$ cat config.mk
export PLATFORM = sky130hd
export DESIGN_NAME = load_store_unit
export DESIGN_NICKNAME = d
export VERILOG_FILES = /design/src/rtl/load_store_unit_pkg.sv /design/src/rtl/lsu_lane_align.sv /design/src/rtl/load_store_unit.sv
export SDC_FILE = /design/constraint.sdc
export NUM_CORES = 1
export LEC_CHECK = 0
export CAP_MARGIN = 25
export CORE_AREA = 5 5 84 164
export CTS_CLUSTER_SIZE = 25
export DETAILED_ROUTE_END_ITERATION = 8
export DIE_AREA = 0 0 89 169
export PLACE_DENSITY = 0.8
export SYNTH_ARGS = -nofsm -noshare
export SYNTH_HDL_FRONTEND = slang
export SYNTH_SLANG_ARGS = --single-unit
$ cat constraint.sdc
create_clock -name clk -period 2.07 [get_ports clk]
set_input_delay 0.3105 -clock clk [delete_from_list [all_inputs] [get_ports clk]]
set_output_delay 0.3105 -clock clk [all_outputs]
set_load 0.02 [all_outputs]
$ cat src/rtl/load_store_unit_pkg.sv
// rtl/load_store_unit_pkg.sv - size codes, FSM states and legality helper for the load/store unit
package load_store_unit_pkg;

  localparam logic [2:0] FUNCT3_B  = 3'b000;
  localparam logic [2:0] FUNCT3_H  = 3'b001;
  localparam logic [2:0] FUNCT3_W  = 3'b010;
  localparam logic [2:0] FUNCT3_BU = 3'b100;
  localparam logic [2:0] FUNCT3_HU = 3'b101;

  localparam int BE_W = 4;

  typedef enum logic [1:0] {
    LSU_IDLE = 2'd0,
    LSU_REQ  = 2'd1,
    LSU_WAIT = 2'd2,
    LSU_DONE = 2'd3
  } lsu_state_t;

  // A request may go to the bus only if its size code exists, it is naturally
  // aligned, and it is not an unsigned-size store (BU/HU have no store form).
  function automatic logic lsu_legal(input logic we, input logic [2:0] funct3,
                                     input logic [1:0] off);
    logic ok;
    case (funct3)
      FUNCT3_B:  ok = 1'b1;
      FUNCT3_BU: ok = !we;
      FUNCT3_H:  ok = !off[0];
      FUNCT3_HU: ok = !we && !off[0];
      FUNCT3_W:  ok = (off == 2'b00);
      default:   ok = 1'b0;
    endcase
    return ok;
  endfunction

endpackage

$ cat src/rtl/lsu_lane_align.sv
// rtl/lsu_lane_align.sv - byte-lane enables, store replication and load extraction/extension
module lsu_lane_align
  import load_store_unit_pkg::*;
(
  input  logic            i_we,
  input  logic [2:0]      i_st_funct3,
  input  logic [1:0]      i_st_off,
  input  logic [31:0]     i_st_data,
  output logic [BE_W-1:0] o_be,
  output logic [31:0]     o_wdata,
  input  logic [2:0]      i_ld_funct3,
  input  logic [1:0]      i_ld_off,
  input  logic [31:0]     i_ld_word,
  output logic [31:0]     o_ld_data
);

  logic [7:0]  w_byte;
  logic [15:0] w_half;

  // Stores replicate the datum across all lanes so the enables alone pick the target bytes
  always_comb begin
    o_be    = 4'b1111;
    o_wdata = i_st_data;
    if (i_we) begin
      case (i_st_funct3)
        FUNCT3_B: begin
          o_be    = 4'b0001 << i_st_off;
          o_wdata = {4{i_st_data[7:0]}};
        end
        FUNCT3_H: begin
          o_be    = i_st_off[1] ? 4'b1100 : 4'b0011;
          o_wdata = {2{i_st_data[15:0]}};
        end
        default: begin
          o_be    = 4'b1111;
          o_wdata = i_st_data;
        end
      endcase
    end
  end

  // Loads pick the addressed byte/half out of the returned word and extend it
  always_comb begin
    w_byte    = i_ld_word[{i_ld_off, 3'b000} +: 8];
    w_half    = i_ld_off[1] ? i_ld_word[31:16] : i_ld_word[15:0];
    o_ld_data = i_ld_word;
    case (i_ld_funct3)
      FUNCT3_B:  o_ld_data = {{24{w_byte[7]}}, w_byte};
      FUNCT3_BU: o_ld_data = {24'd0, w_byte};
      FUNCT3_H:  o_ld_data = {{16{w_half[15]}}, w_half};
      FUNCT3_HU: o_ld_data = {16'd0, w_half};
      default:   o_ld_data = i_ld_word;
    endcase
  end

endmodule

$ cat src/rtl/load_store_unit.sv
// rtl/load_store_unit.sv - MEM-stage load/store unit driving a multi-cycle data bus
module load_store_unit
  import load_store_unit_pkg::*;
#(
  parameter int ADDR_SIZE = 32,
  parameter int WORD_LEN  = 32
) (
  input  logic                 clk,
  input  logic                 rst,
  input  logic                 req_valid,
  input  logic                 req_we,
  input  logic [2:0]           req_funct3,
  input  logic [ADDR_SIZE-1:0] req_addr,
  input  logic [WORD_LEN-1:0]  req_wdata,
  output logic                 stall,
  output logic [WORD_LEN-1:0]  rdata,
  output logic                 misalign,
  output logic                 bus_req_valid,
  input  logic                 bus_req_ready,
  output logic                 bus_we,
  output logic [ADDR_SIZE-1:0] bus_addr,
  output logic [BE_W-1:0]      bus_be,
  output logic [WORD_LEN-1:0]  bus_wdata,
  input  logic                 bus_rsp_valid,
  input  logic [WORD_LEN-1:0]  bus_rdata
);

  lsu_state_t           r_state;
  logic                 r_bus_req_valid;
  logic                 r_bus_we;
  logic [ADDR_SIZE-1:0] r_bus_addr;
  logic [BE_W-1:0]      r_bus_be;
  logic [WORD_LEN-1:0]  r_bus_wdata;
  logic [2:0]           r_funct3;
  logic [1:0]           r_off;
  logic [WORD_LEN-1:0]  r_rdata;
  logic                 r_misalign;

  logic [BE_W-1:0]      w_be;
  logic [WORD_LEN-1:0]  w_wdata;
  logic [WORD_LEN-1:0]  w_ld_data;
  logic                 w_legal;

  lsu_lane_align u_lane_align (
    .i_we        (req_we),
    .i_st_funct3 (req_funct3),
    .i_st_off    (req_addr[1:0]),
    .i_st_data   (req_wdata),
    .o_be        (w_be),
    .o_wdata     (w_wdata),
    .i_ld_funct3 (r_funct3),
    .i_ld_off    (r_off),
    .i_ld_word   (bus_rdata),
    .o_ld_data   (w_ld_data)
  );

  assign w_legal = lsu_legal(req_we, req_funct3, req_addr[1:0]);

  // Access sequencer: latch request, hand it to the bus, wait for data, report for one cycle
  always_ff @(posedge clk or negedge rst) begin
    if (!rst) begin
      r_state         <= LSU_IDLE;
      r_bus_req_valid <= 1'b0;
      r_bus_we        <= 1'b0;
      r_bus_addr      <= '0;
      r_bus_be        <= '0;
      r_bus_wdata     <= '0;
      r_funct3        <= 3'b000;
      r_off           <= 2'b00;
      r_rdata         <= '0;
      r_misalign      <= 1'b0;
    end else begin
      case (r_state)
        LSU_IDLE: begin
          if (req_valid) begin
            if (w_legal) begin
              r_bus_addr      <= {req_addr[ADDR_SIZE-1:2], 2'b00};
              r_bus_be        <= w_be;
              r_bus_wdata     <= w_wdata;
              r_bus_we        <= req_we;
              r_funct3        <= req_funct3;
              r_off           <= req_addr[1:0];
              r_bus_req_valid <= 1'b1;
              r_state         <= LSU_REQ;
            end else begin
              r_misalign <= 1'b1;
              r_state    <= LSU_DONE;
            end
          end
        end
        LSU_REQ: begin
          if (bus_req_ready) begin
            r_bus_req_valid <= 1'b0;
            r_state         <= r_bus_we ? LSU_DONE : LSU_WAIT;
          end
        end
        LSU_WAIT: begin
          if (bus_rsp_valid) begin
            r_rdata <= w_ld_data;
            r_state <= LSU_DONE;
          end
        end
        LSU_DONE: begin
          r_misalign <= 1'b0;
          r_state    <= LSU_IDLE;
        end
        default: r_state <= LSU_IDLE;
      endcase
    end
  end

  assign stall         = req_valid && (r_state != LSU_DONE);
  assign rdata         = r_rdata;
  assign misalign      = r_misalign;
  assign bus_req_valid = r_bus_req_valid;
  assign bus_we        = r_bus_we;
  assign bus_addr      = r_bus_addr;
  assign bus_be        = r_bus_be;
  assign bus_wdata     = r_bus_wdata;

endmodule

**Yosys cells after proc, flatten, opt, wreduce, memory -nomap -nowiden**

Index checks and enable logic that the tools add are counted.
Widths: inputs -> output; s select.

- Register bits: 108
- Input bits: 105
- Output and inout bits: 104
- Logic and storage cells: 64

- Equal/unequal tests: 16
- Shift-type cells: 2
- Muxes and demuxes: 21
- Reduce and logical (&&, ||, !) cells: 15

Operator list:

| cell | number |
|---|---|
| $pmux 32 s4 | 1 |
| $pmux 32 s2 | 1 |
| $mux 32 | 1 |
| $shiftx 32x6->8 | 1 |
| $mux 16 | 1 |
| $eq 3x3->1 const B | 4 |
| $ne 2x2->1 const B | 6 |
| $reduce_and 3->1 | 3 |
| $mux 2 | 4 |
| $mux 4 | 2 |
| $pmux 2 s4 | 1 |
| $pmux 4 s2 | 1 |
| $eq 3x1->1 const B | 2 |
| $logic_not 3->1 | 2 |
| $mux 1 | 6 |
| $pmux 1 s5 | 1 |
| $eq 2x2->1 const B | 2 |
| $logic_not 2->1 | 2 |
| $pmux 1 s2 | 2 |
| $reduce_and 4->1 | 1 |
| $reduce_bool 2->1 | 2 |
| $shl 1x2->4 const A | 1 |
| $eq 3x2->1 const B | 1 |
| $eq 2x1->1 const B | 1 |
| other kinds (3) | 5 |

**Longest topological paths before layout**

Gate-level depths: netlist of run 1.

- Depth in word-level cells: 6
- Mapped depth: 8
- Gate-level depth less buffers: 6

**Modules after synthesis**

A second synthesis of run 1 with hierarchy kept.

- Cell total of the unflattened synthesis: 449
- Area total of the unflattened synthesis: 5452.7 um^2

By module, submodules not included:

| module | instances | cells an instance | area each (um^2) | sequential area each (um^2) |
|---|---|---|---|---|
| load_store_unit | 1 | 260 | 4219.0 | 2702.6 |
| lsu_lane_align | 1 | 189 | 1233.7 | 0.0 |

**Least setup slack after synthesis of run 1**

No wires, ideal clock.

- Kind: flip-flop to flip-flop
- From: reg r_state[0]
- To: reg r_rdata[7], in the netlist rdata[7]
- Data arrival time: 1650 ps
- Data required time: 1993 ps
- Setup slack: 343 ps
- Cell stages (with the launch flop): 9
- Buffers on the path: 3
- Period minus slack after synthesis: 1727 ps
- Cells stage by stage: dfrtp_1 inv_1 ha_1 and2_1 clkbuf_1 clkbuf_1 clkbuf_1 nor2_1 a21oi_1

- Word-level cells in the longest chain between the ends: 2

Ends and longest elaborated chain:

| element | RTL line | source |
|---|---|---|
| start: declaration | load_store_unit.sv:28 | `lsu_state_t r_state;` |
| start signal: assignment | load_store_unit.sv:94 | `r_state <= r_bus_we ? LSU_DONE : LSU_WAIT;` |
| $eq 2x2->1 | load_store_unit.sv:73 | `case (r_state)` |
| $reduce_and 2->1 (no source line) | -- |  |
| end signal: assignment | load_store_unit.sv:99 | `r_rdata <= w_ld_data;` |
| end: declaration | load_store_unit.sv:36 | `logic [WORD_LEN-1:0] r_rdata;` |

No other way between the ends.
A chain may end at the register's enable or synchronous reset.

**Worst setup path after layout of run 1**

- From: reg r_state[0]
- To: out stall

- Word-level cells in the longest chain between the ends: 2

Ends and longest elaborated chain:

| element | RTL line | source |
|---|---|---|
| $ne 2x2->1 | load_store_unit.sv:112 | `assign stall = req_valid && (r_state != LSU_DONE);` |
| $logic_and 1x1->1 | load_store_unit.sv:112 |  |
| end: declaration | load_store_unit.sv:15 | `output logic stall,` |

No other way between the ends.

==> results of run 1 <==
final cells by class:
type	count	area, um^2	area share
Sequential cell	108	2700	0.340
Multi-Input combinational cell	316	2400	0.302
Timing Repair Buffer	237	2340	0.295
Clock buffer	10	239	0.0301
Tap cell	150	188	0.0236
Clock inverter	6	48.8	0.00614
Inverter	8	30.0	0.00378
layout by cell type, fill, tap and decap left out, drive strengths merged, types with 2 or more instances in the layout:
cell type / instances
mux2: 55
clkdlybuf4s50: 204
clkinvlp: 3
ha: 5
nor3b: 2
and3b: 6
a21o: 5
dfrtp: 108
a22o: 2
nor3: 8
nand2: 45
a21oi: 45
clkinv: 3
a221oi: 2
inv: 8
a211oi: 8
nor2b: 4
conb: 2
nor2: 23
o21ai: 52
nand2b: 2
o221a: 6
buf: 31
clkbuf: 10
nand3b: 9
mux2i: 25
worst paths after layout:
path / start / to / slack, ps / cells after the start
max: r_state[0] / stall / 300 / 3
min in group clk: bus_wdata[26] / bus_wdata[26] / 480 / 2
min reg2reg: bus_wdata[26] / bus_wdata[26] / 480 / 2
max reg2reg: r_off[0] / rdata[18] / 320 / 5
max in group asynchronous: rst / bus_wdata[23] / 1090 / 3
min: rst / rdata[26] / 400 / 2
metrics by stage:
step	setup TNS (ps)	hold slack (ps)
5_1_grt	0	431
2_1_floorplan	0	14.9
6_report	0	397
4_1_cts	0	405
3_3_place_gp	0	215
3_5_place_dp	-651	224
sequential cells by signal, indices dropped and copies added, names as in the netlist, 2 cells and up:
name and flops:
bus_addr 30, bus_be 4, bus_wdata 32, r_funct3 3, r_off 2, r_state 2
rdata 32
worst register-to-register path, stage by stage, from the launching register on:
cell,delay [ps]
dfrtp_1,560
mux4_2,590
nand2_1,110
a21o_1,140
buf_4,170
a21oi_1,80
routing by layer:
layer | track usage | wire length [um] | vias to the layer above
li1 | - | - | 2085
met1 | 0.266 | 6130 | 2069
met5 | 0 | 0 | -
met2 | 0.311 | 6900 | 189
met4 | 0.0693 | 353 | 0
met3 | 0.0619 | 1590 | 27
cell families after synthesis:
group / Yosys count / share of synthesized area
compound gates: 127 / 0.145
flops: 108 / 0.508
simple gates: 101 / 0.0931
mux: 81 / 0.199
buf+inv: 44 / 0.0430
fa+ha+maj: 5 / 0.0118
other cells: 1 / 0.000704
repair_timing:
item                       4_1_cts  5_1_grt
hold buffers                     1        0
setup endpoints to repair        1        0
resized for setup                1        0
hold endpoints to repair        17        0
power by group:
part / leakage, nW / internal (mW) / switching (mW)
Clock: 0.131 / 0.858 / 0.776
Sequential: 1.29 / 3.16 / 0.671
Combinational: 2.06 / 3.22 / 3.01
Total: 3.48 / 7.24 / 4.46
==> metrics.yaml, run 1 <==
outcome:
  status: "complete, no violations"
final_layout:
  final_util: 0.641
  syn2layout_area_growth_pct: 49.4
  fill_cells: 946
  final_area_mm2: 0.00795
  nets: 790
  drive_above_1_share: 0.166
  n_antenna_cell: 0
  fin_cells: 835
die:
  core-area_mm2: 0.0124
  die_h_um: 169
  rows: 58
  start_util: 0.429
  dieWidth_um: 89
  io_pins: 209
  die_area_mm2: 0.0150
yosys:
  synth_warnings: 0
  synth_top_area_frac: 0.508
  synth.cell_area_mm2: 0.00532
  synth_top_area_cell: "dfrtp_1"
  synth_area_leaders: "dfrtp_1 (51%), mux2_4 (13%), mux2i_1 (4.7%), o21ai_0 (4.7%), a21oi_1 (4.2%)"
  synth_edf_count: 0
  synth-seq-cells: 108
  synth_common_cells: "dfrtp_1 (108), o21ai_0 (50), a21oi_1 (45), mux2_4 (45), nand2_1 (45)"
  synthArstFlopShare: 1.00
  ys_seq_area_frac: 0.508
  synth_flop_cell: "dfrtp_1"
  synth_most_common_cell: "dfrtp_1"
  synthCells: 467
  ys_types: 41
  syn_avg_cell_area_um2: 11.4
critical_path:
  max_stage_delay_ps: 410
  cp_top_family: "flip-flops"
  worst_ep_arrival_time_ps: 1460
  cpMaxStageDelayCell: "dfrtp_1"
  critPathBufInv: 1
  start_kind: "flip-flop"
  worstSetupPathType: "reg2out"
  cp.required_ps: 1760
  cp_max_fo: 3
  cp-end-kind: "output pin"
  crit_chain: "ha_1 -> nor2b_1 -> dlygate4sd2_1"
clock_network:
  ctsLongestPathBuffers: 2
  cts-root-buf: "clkbuf_16"
  cts-buffers-inserted: 9
  cts.sinks: 108
  cts_setup_buffers: 0
  cts.htree.levels: 3
  clk_pin_slew_ps: 70
  clk-insertion-delay-late_ps: 340
  cts_tree: "done"
timing:
  fin_crit_sh: 0.855
  setup_viol: 0
  setup_slack_ps: 300
  min_period_ps: 1770
  fmax_ghz: 0.565
  rsz0062_at_grt: "false"
  skew_ps: 7.70
  drv_slew: 0
  hold_viol: 0
global_routing:
  grt_start_max_net_pins: 55
  grt_pass1_vias: 4593
  antenna_found_initial: 0
  grt_pass1_wl_um: 23800
  track_usage: 0.201
  grt_overflow: 0
min_path:
  hold_path_class: "in2async"
placement:
  dp_slack_ps: -52.7
  place_area_mm2: 0.00766
  gp_congestion: 0.836
  detailed_place_hpwl_um: 11600
  post-place-cells: 818
  port_buffers: 206
pwr:
  power_density_mw_per_mm2: 1470
  peakVddDrop_mv: 0.820
  finalPower_mw: 11.7
  leakage_nw: 3.48
routing:
  drc: 0
  first_pass_iters: 4
  ant_nets: 0
  viasPerCell: 5.23
  drt_iter0_drc: 243
  routed_wl_um: 15000
  routed-via-count: 4370
  wl_per_cell_um: 17.9
run:
  maxCapViolations: 0
No activity file was read; power rests on OpenSTA's default activity.
==> run 2: changes to the inputs <==
--- a/config.mk
+++ b/config.mk
@@ -10,6 +10,7 @@
 export CTS_CLUSTER_SIZE = 25
 export DETAILED_ROUTE_END_ITERATION = 8
 export DIE_AREA = 0 0 89 169
+export MAX_ROUTING_LAYER = met4
 export PLACE_DENSITY = 0.8
 export SYNTH_ARGS = -nofsm -noshare
 export SYNTH_HDL_FRONTEND = slang
==> metrics.yaml, run 2 (synthesis gave the netlist of run 1 again) <==
run:
  maxCapViolations: 0  # unchanged
final_layout:
  n_antenna_cell: 0  # unchanged
  layout_commonest_cell: "clkdlybuf4s50_1"  # unchanged
  final_util: 0.641  # unchanged
  drive_above_1_share: 0.166  # unchanged
  nets: 790  # unchanged
  final_cell_mix: "clkdlybuf4s50_1 (204), dfrtp_1 (108), o21ai_0 (50)"  # unchanged
  multi_input_area_mm2: 0.00240  # unchanged
  syn2layout_area_growth_pct: 49.4  # unchanged
  fill_cells: 946  # unchanged
  ff_latch_area_mm2: 0.00270  # unchanged
global_routing:
  track_usage: 0.207  # was 0.201
  antenna_found_initial: 0  # unchanged
  grt_overflow: 0  # unchanged
  grt_pass1_vias: 4596  # was 4593
  grt_pass1_wl_um: 23800  # about the same
  grt_start_max_net_pins: 55  # unchanged
die:
  start_util: 0.429  # unchanged
  rows: 58  # unchanged
  io_pins: 209  # unchanged
  die_h_um: 169  # unchanged
  core-area_mm2: 0.0124  # unchanged
  dieWidth_um: 89  # unchanged
  die_area_mm2: 0.0150  # unchanged
clock_network:
  cts_setup_buffers: 0  # unchanged
  cts-root-buf: "clkbuf_16"  # unchanged
  cts_tree: "done"  # unchanged
  clk_pin_slew_ps: 70  # about the same
  cts-buffers-inserted: 9  # unchanged
  clk-insertion-delay-late_ps: 340  # about the same
  cts.htree.levels: 3  # unchanged
  ctsLongestPathBuffers: 2  # unchanged
  cts.sinks: 108  # unchanged
timing:
  drv_slew: 0  # unchanged
  hold_viol: 0  # unchanged
  setup_viol: 0  # unchanged
  worst_hold_slack_ps: 397  # about the same
  slew_headroom: 0.664
  skew_ps: 7.52  # was 7.70 ps
  fin_crit_sh: 0.859  # was 0.855
  setup_slack_ps: 293  # was 300 ps
  tightestPinTransition_ps: 504
  min_period_ps: 1780  # was 1770 ps
  rsz0062_at_grt: "false"  # unchanged
  fmax_ghz: 0.563  # was 0.565 GHz
pwr:
  power_density_mw_per_mm2: 1470  # about the same
  leakage_nw: 3.48  # unchanged
  power_frac_seq: 0.327  # about the same
  p_switching_mw: 4.47  # was 4.46 mW
  sw_frac_of_total: 0.382  # was 0.381
  finalPower_mw: 11.7  # about the same
  p_clk_frac: 0.140  # about the same
  peakVddDrop_mv: 0.822  # was 0.820 mV
  p_int_mw: 7.24  # about the same
  combPwrFrac: 0.533  # about the same
critical_path:
  start_kind: "flip-flop"  # unchanged
  cp-end-kind: "output pin"  # unchanged
  critPathBufInv: 1  # unchanged
  worst_ep_arrival_time_ps: 1470  # was 1460 ps
  cpMaxStageDelayCell: "dfrtp_1"  # unchanged
  cp_max_fo: 3  # unchanged
  crit_chain: "ha_1 -> nor2b_1 -> dlygate4sd2_1"  # unchanged
  cp_top_family: "flip-flops"  # unchanged
  max_stage_delay_ps: 410  # about the same
  cp.required_ps: 1760  # about the same
  worstSetupPathType: "reg2out"  # unchanged
min_path:
  hold_path_class: "in2async"  # unchanged
routing:
  wl_per_cell_um: 17.9  # about the same
  routed-via-count: 4352  # was 4370
  drc: 0  # unchanged
  routed_wl_um: 15000  # about the same
  drt_iter0_drc: 260  # was 243
  viasPerCell: 5.21  # was 5.23
  first_pass_iters: 4  # unchanged
  ant_nets: 0  # unchanged
placement:
  detailed_place_hpwl_um: 11600  # unchanged
  dp_slack_ps: -52.7  # unchanged
  gp_congestion: 0.849  # was 0.836
  port_buffers: 206  # unchanged
outcome:
  status: "complete, no violations"  # unchanged
[run 2: cell counts in the layout (fill, tap and decap cells not counted)]
Identical to the previous run, type by type.
[run 2: routing by layer]
metal  part of all wire  global-route usage  vias up
met4              0.023              0.0693        0
met5                  0                   -        -
li1                   -                   -     2088
met2               0.46               0.310      186
met1               0.42               0.276     2053
met3              0.088              0.0482       25
[run 2: power by group through the flow]
stage               Sequential (mW)  Combinational [mW]  Clock (mW)
floorplan                      4.92                2.25           0
global placement               3.84                6.15           0
detailed placement             3.87                6.27           0
CTS                            3.85                6.30        1.69
global route                   3.99                6.67        1.76
finish                         3.83                6.24        1.64
[run 2: worst paths after layout]
kind                                from             to  slack [ps]  depth (start not counted)
setup / recovery              r_state[0]          stall         290                          3
hold / removal                       rst      rdata[26]         400                          2
setup reg to reg                r_off[0]      rdata[18]         320                          5
hold reg to reg            bus_wdata[26]  bus_wdata[26]         480                          2
max in group asynchronous            rst  bus_wdata[23]        1090                          3
min in group clk           bus_wdata[26]  bus_wdata[26]         480                          2
[run 2: through the flow]
step                      setup TNS (ps)  std cells  instance area [um^2]
after floorplan                        0        468                  5330
after global placement                 0        818                  7660
after detailed placement            -651        818                  7660
after CTS                              0        835                  7950
after global routing                   0        835                  7950
final                                  0        835                  7950
[run 2: repair_timing]
item	in CTS	in global routing
hold buffers	1	0
hold endpoints to repair	17	0
gates resized for setup	1	0
endpoints found under the setup margin	1	0
[run 2: final cells by class]
type | instances | area share
Clock buffer | 10 | 0.0301
Clock inverter | 6 | 0.00614
Inverter | 8 | 0.00378
Multi-Input combinational cell | 316 | 0.302
Sequential cell | 108 | 0.340
Tap cell | 150 | 0.0236
Timing Repair Buffer | 237 | 0.295
==> run 3: changes to the inputs <==
--- a/config.mk
+++ b/config.mk
@@ -6,12 +6,12 @@
 export NUM_CORES = 1
 export LEC_CHECK = 0
 export CAP_MARGIN = 25
-export CORE_AREA = 5 5 84 164
+export CORE_AREA = 5 5 82 159
 export CTS_CLUSTER_SIZE = 25
 export DETAILED_ROUTE_END_ITERATION = 8
-export DIE_AREA = 0 0 89 169
+export DIE_AREA = 0 0 87 164
 export MAX_ROUTING_LAYER = met4
-export PLACE_DENSITY = 0.8
+export PLACE_DENSITY = 0.85
 export SYNTH_ARGS = -nofsm -noshare
 export SYNTH_HDL_FRONTEND = slang
 export SYNTH_SLANG_ARGS = --single-unit
==> constraint.sdc (replaced) <==
create_clock -name clk -period 2.21 [get_ports clk]
set_input_delay 0.3315 -clock clk [delete_from_list [all_inputs] [get_ports clk]]
set_output_delay 0.3315 -clock clk [all_outputs]
set_load 0.02 [all_outputs]
==> metrics.yaml, run 3 (synthesis gave the netlist of run 1 again) <==
final_layout:
  layout_commonest_cell: "clkdlybuf4s50_1"  # unchanged
  final_util: 0.681  # was 0.641
  final_cell_mix: "clkdlybuf4s50_1 (205), dfrtp_1 (108), o21ai_0 (50)"  # was clkdlybuf4s50_1 (204), dfrtp_1 (108), o21ai_0 (50)
  nets: 786  # was 790
  syn2layout_area_growth_pct: 49.6  # was 49.4%
  drive_above_1_share: 0.162  # was 0.166
  final_area_mm2: 0.00797  # was 0.00795 mm^2
  fin_cells: 826  # was 835
  n_antenna_cell: 0  # unchanged
timing:
  tightestPinTransition_ps: 575  # was 504 ps
  setup_viol: 0  # unchanged
  fmax_ghz: 0.484
  setup_slack_ps: 144  # was 293 ps
  rsz0062_at_grt: "false"  # unchanged
  skew_ps: 12.0  # was 7.52 ps
  min_period_ps: 2070
  worst_hold_slack_ps: 462  # was 397 ps
  fin_crit_sh: 0.935
  slew_headroom: 0.617  # was 0.664
  drv_slew: 0  # unchanged
  hold_viol: 0  # unchanged
die:
  start_util: 0.455  # was 0.429
  die_h_um: 164  # was 169 um
  die_area_mm2: 0.0143  # was 0.0150 mm^2
  dieWidth_um: 87  # was 89 um
  rows: 56  # was 58
  core-area_mm2: 0.0117  # was 0.0124 mm^2
  io_pins: 209  # unchanged
clock_network:
  cts_setup_buffers: 0  # unchanged
  ctsLongestPathBuffers: 2  # unchanged
  ctsResizeCount: 0  # was 1
  cts.htree.levels: 3  # unchanged
  cts-buffers-inserted: 9  # unchanged
  clk-insertion-delay-late_ps: 350  # was 340 ps
  cts-root-buf: "clkbuf_16"  # unchanged
  cts.sinks: 108  # unchanged
  cts_tree: "done"  # unchanged
  clk_pin_slew_ps: 80  # was 70 ps
critical_path:
  r2r_start: "r_state[0]"  # was r_off[0]
  worst_ep_arrival_time_ps: 1730  # was 1470 ps
  cp_top_family: "buffers and inverters"  # was flip-flops
  cp.required_ps: 1880  # was 1760 ps
  ff2ff_path_depth: 5  # unchanged
  worstSetupPathType: "reg2out"  # unchanged
  start_kind: "flip-flop"  # unchanged
  r2r_end: "rdata[4]"  # was rdata[18]
  critPathBufInv: 1  # unchanged
  crit_chain: "ha_1 -> nor2b_1 -> clkdlybuf4s50_1"  # was ha_1 -> nor2b_1 -> dlygate4sd2_1
  r2r_setup_slack_ps: 330  # was 320 ps
  cp-end-kind: "output pin"  # unchanged
  cp_max_fo: 3  # unchanged
  max_stage_delay_ps: 610  # was 410 ps
  cpMaxStageDelayCell: "clkdlybuf4s50_1"  # was dfrtp_1
pwr:
  p_int_mw: 7.00  # was 7.24 mW
  sw_frac_of_total: 0.385  # was 0.382
  power_density_mw_per_mm2: 1430  # was 1470 mW/mm^2
  leakage_nw: 3.50  # was 3.48 nW
  p_clk_frac: 0.155  # was 0.140
  peakVddDrop_mv: 0.832  # was 0.822 mV
  power_frac_seq: 0.322  # was 0.327
  p_switching_mw: 4.37  # was 4.47 mW
  combPwrFrac: 0.523  # was 0.533
min_path:
  hold_path_class: "in2async"  # unchanged
placement:
  post-place-cells: 809  # was 818
  detailed_place_hpwl_um: 13000  # was 11600 um
  gp_congestion: 0.953  # was 0.849
  port_buffers: 206  # unchanged
  dp_slack_ps: -7.85  # was -52.7 ps
  place_area_mm2: 0.00763  # was 0.00766 mm^2
run:
  maxCapViolations: 0  # unchanged
routing:
  routed_wl_um: 16600  # was 15000 um
  wl_per_cell_um: 20.1  # was 17.9 um
  viasPerCell: 5.50  # was 5.21
  ant_nets: 0  # unchanged
  routed-via-count: 4539  # was 4352
  drc: 0  # unchanged
  drt_iter0_drc: 204  # was 260
  first_pass_iters: 4  # unchanged
global_routing:
  track_usage: 0.239  # was 0.207
  grt_pass1_wl_um: 25600  # was 23800 um
  grt_pass1_vias: 4920  # was 4596
  grt_start_max_net_pins: 59  # was 55
  grt_overflow: 0  # unchanged
  antenna_found_initial: 0  # unchanged
outcome:
  status: "complete, no violations"  # unchanged
## run 3: changes by cell type in the layout (fill, tap and decap cells not counted), moves of 2 or more
cell,change
clkinv_4,-2
clkinvlp_4,-2
buf_4,-5
clkinv_2,+2
bufinv_16,+2
## run 3: per-stage QoR
step	power, mW	setup TNS [ps]
after floorplan	6.71	0
after global placement	9.42	0
after detailed placement	9.63	-7.85
after CTS	11.4	0
after global routing	12.0	0
final	11.4	0
## run 3: routing by layer
metal  wire length, um  part of all wire  global-route usage
met2              9020              0.54               0.417
met5                 0                 0                   -
met4               966             0.058               0.147
met1              5560              0.33               0.239
met3              1080             0.065              0.0477
## run 3: worst max path at each step
stage | depth (start not counted) | end | startpoint | slack (ps)
6_report | 3 | stall | r_state[0] | 140
5_1_grt | 3 | stall | r_state[0] | 90
4_1_cts | 3 | stall | r_state[0] | 130
3_5_place_dp | 6 | bus_req_valid | req_funct3[2] | -8
3_3_place_gp | 6 | bus_req_valid | req_funct3[2] | 130
2_1_floorplan | 8 | rdata[7] | r_state[0] | 480
## run 3: power groups by stage
stage | Sequential [mW] | Clock [mW] | Combinational, mW
finish | 3.66 | 1.77 | 5.95
global route | 3.79 | 1.88 | 6.29
CTS | 3.66 | 1.79 | 5.98
detailed placement | 3.66 | 0 | 5.96
global placement | 3.62 | 0 | 5.80
floorplan | 4.61 | 0 | 2.11
## run 3: what timing repair did
item	4_1_cts	5_1_grt
endpoints found under the hold margin	29	0
hold buffers	1	0
setup endpoints to repair	0	0
## run 3: layout make-up
cell class | instances | area, um^2
sequential | 108 | 2700
timing repair buffer | 233 | 2330
fill | 843 | 3740
multi-input combinational | 316 | 2400
clock inverter | 7 | 97.6
clock buffer | 9 | 225
inverter | 8 | 30.0
tap | 145 | 181
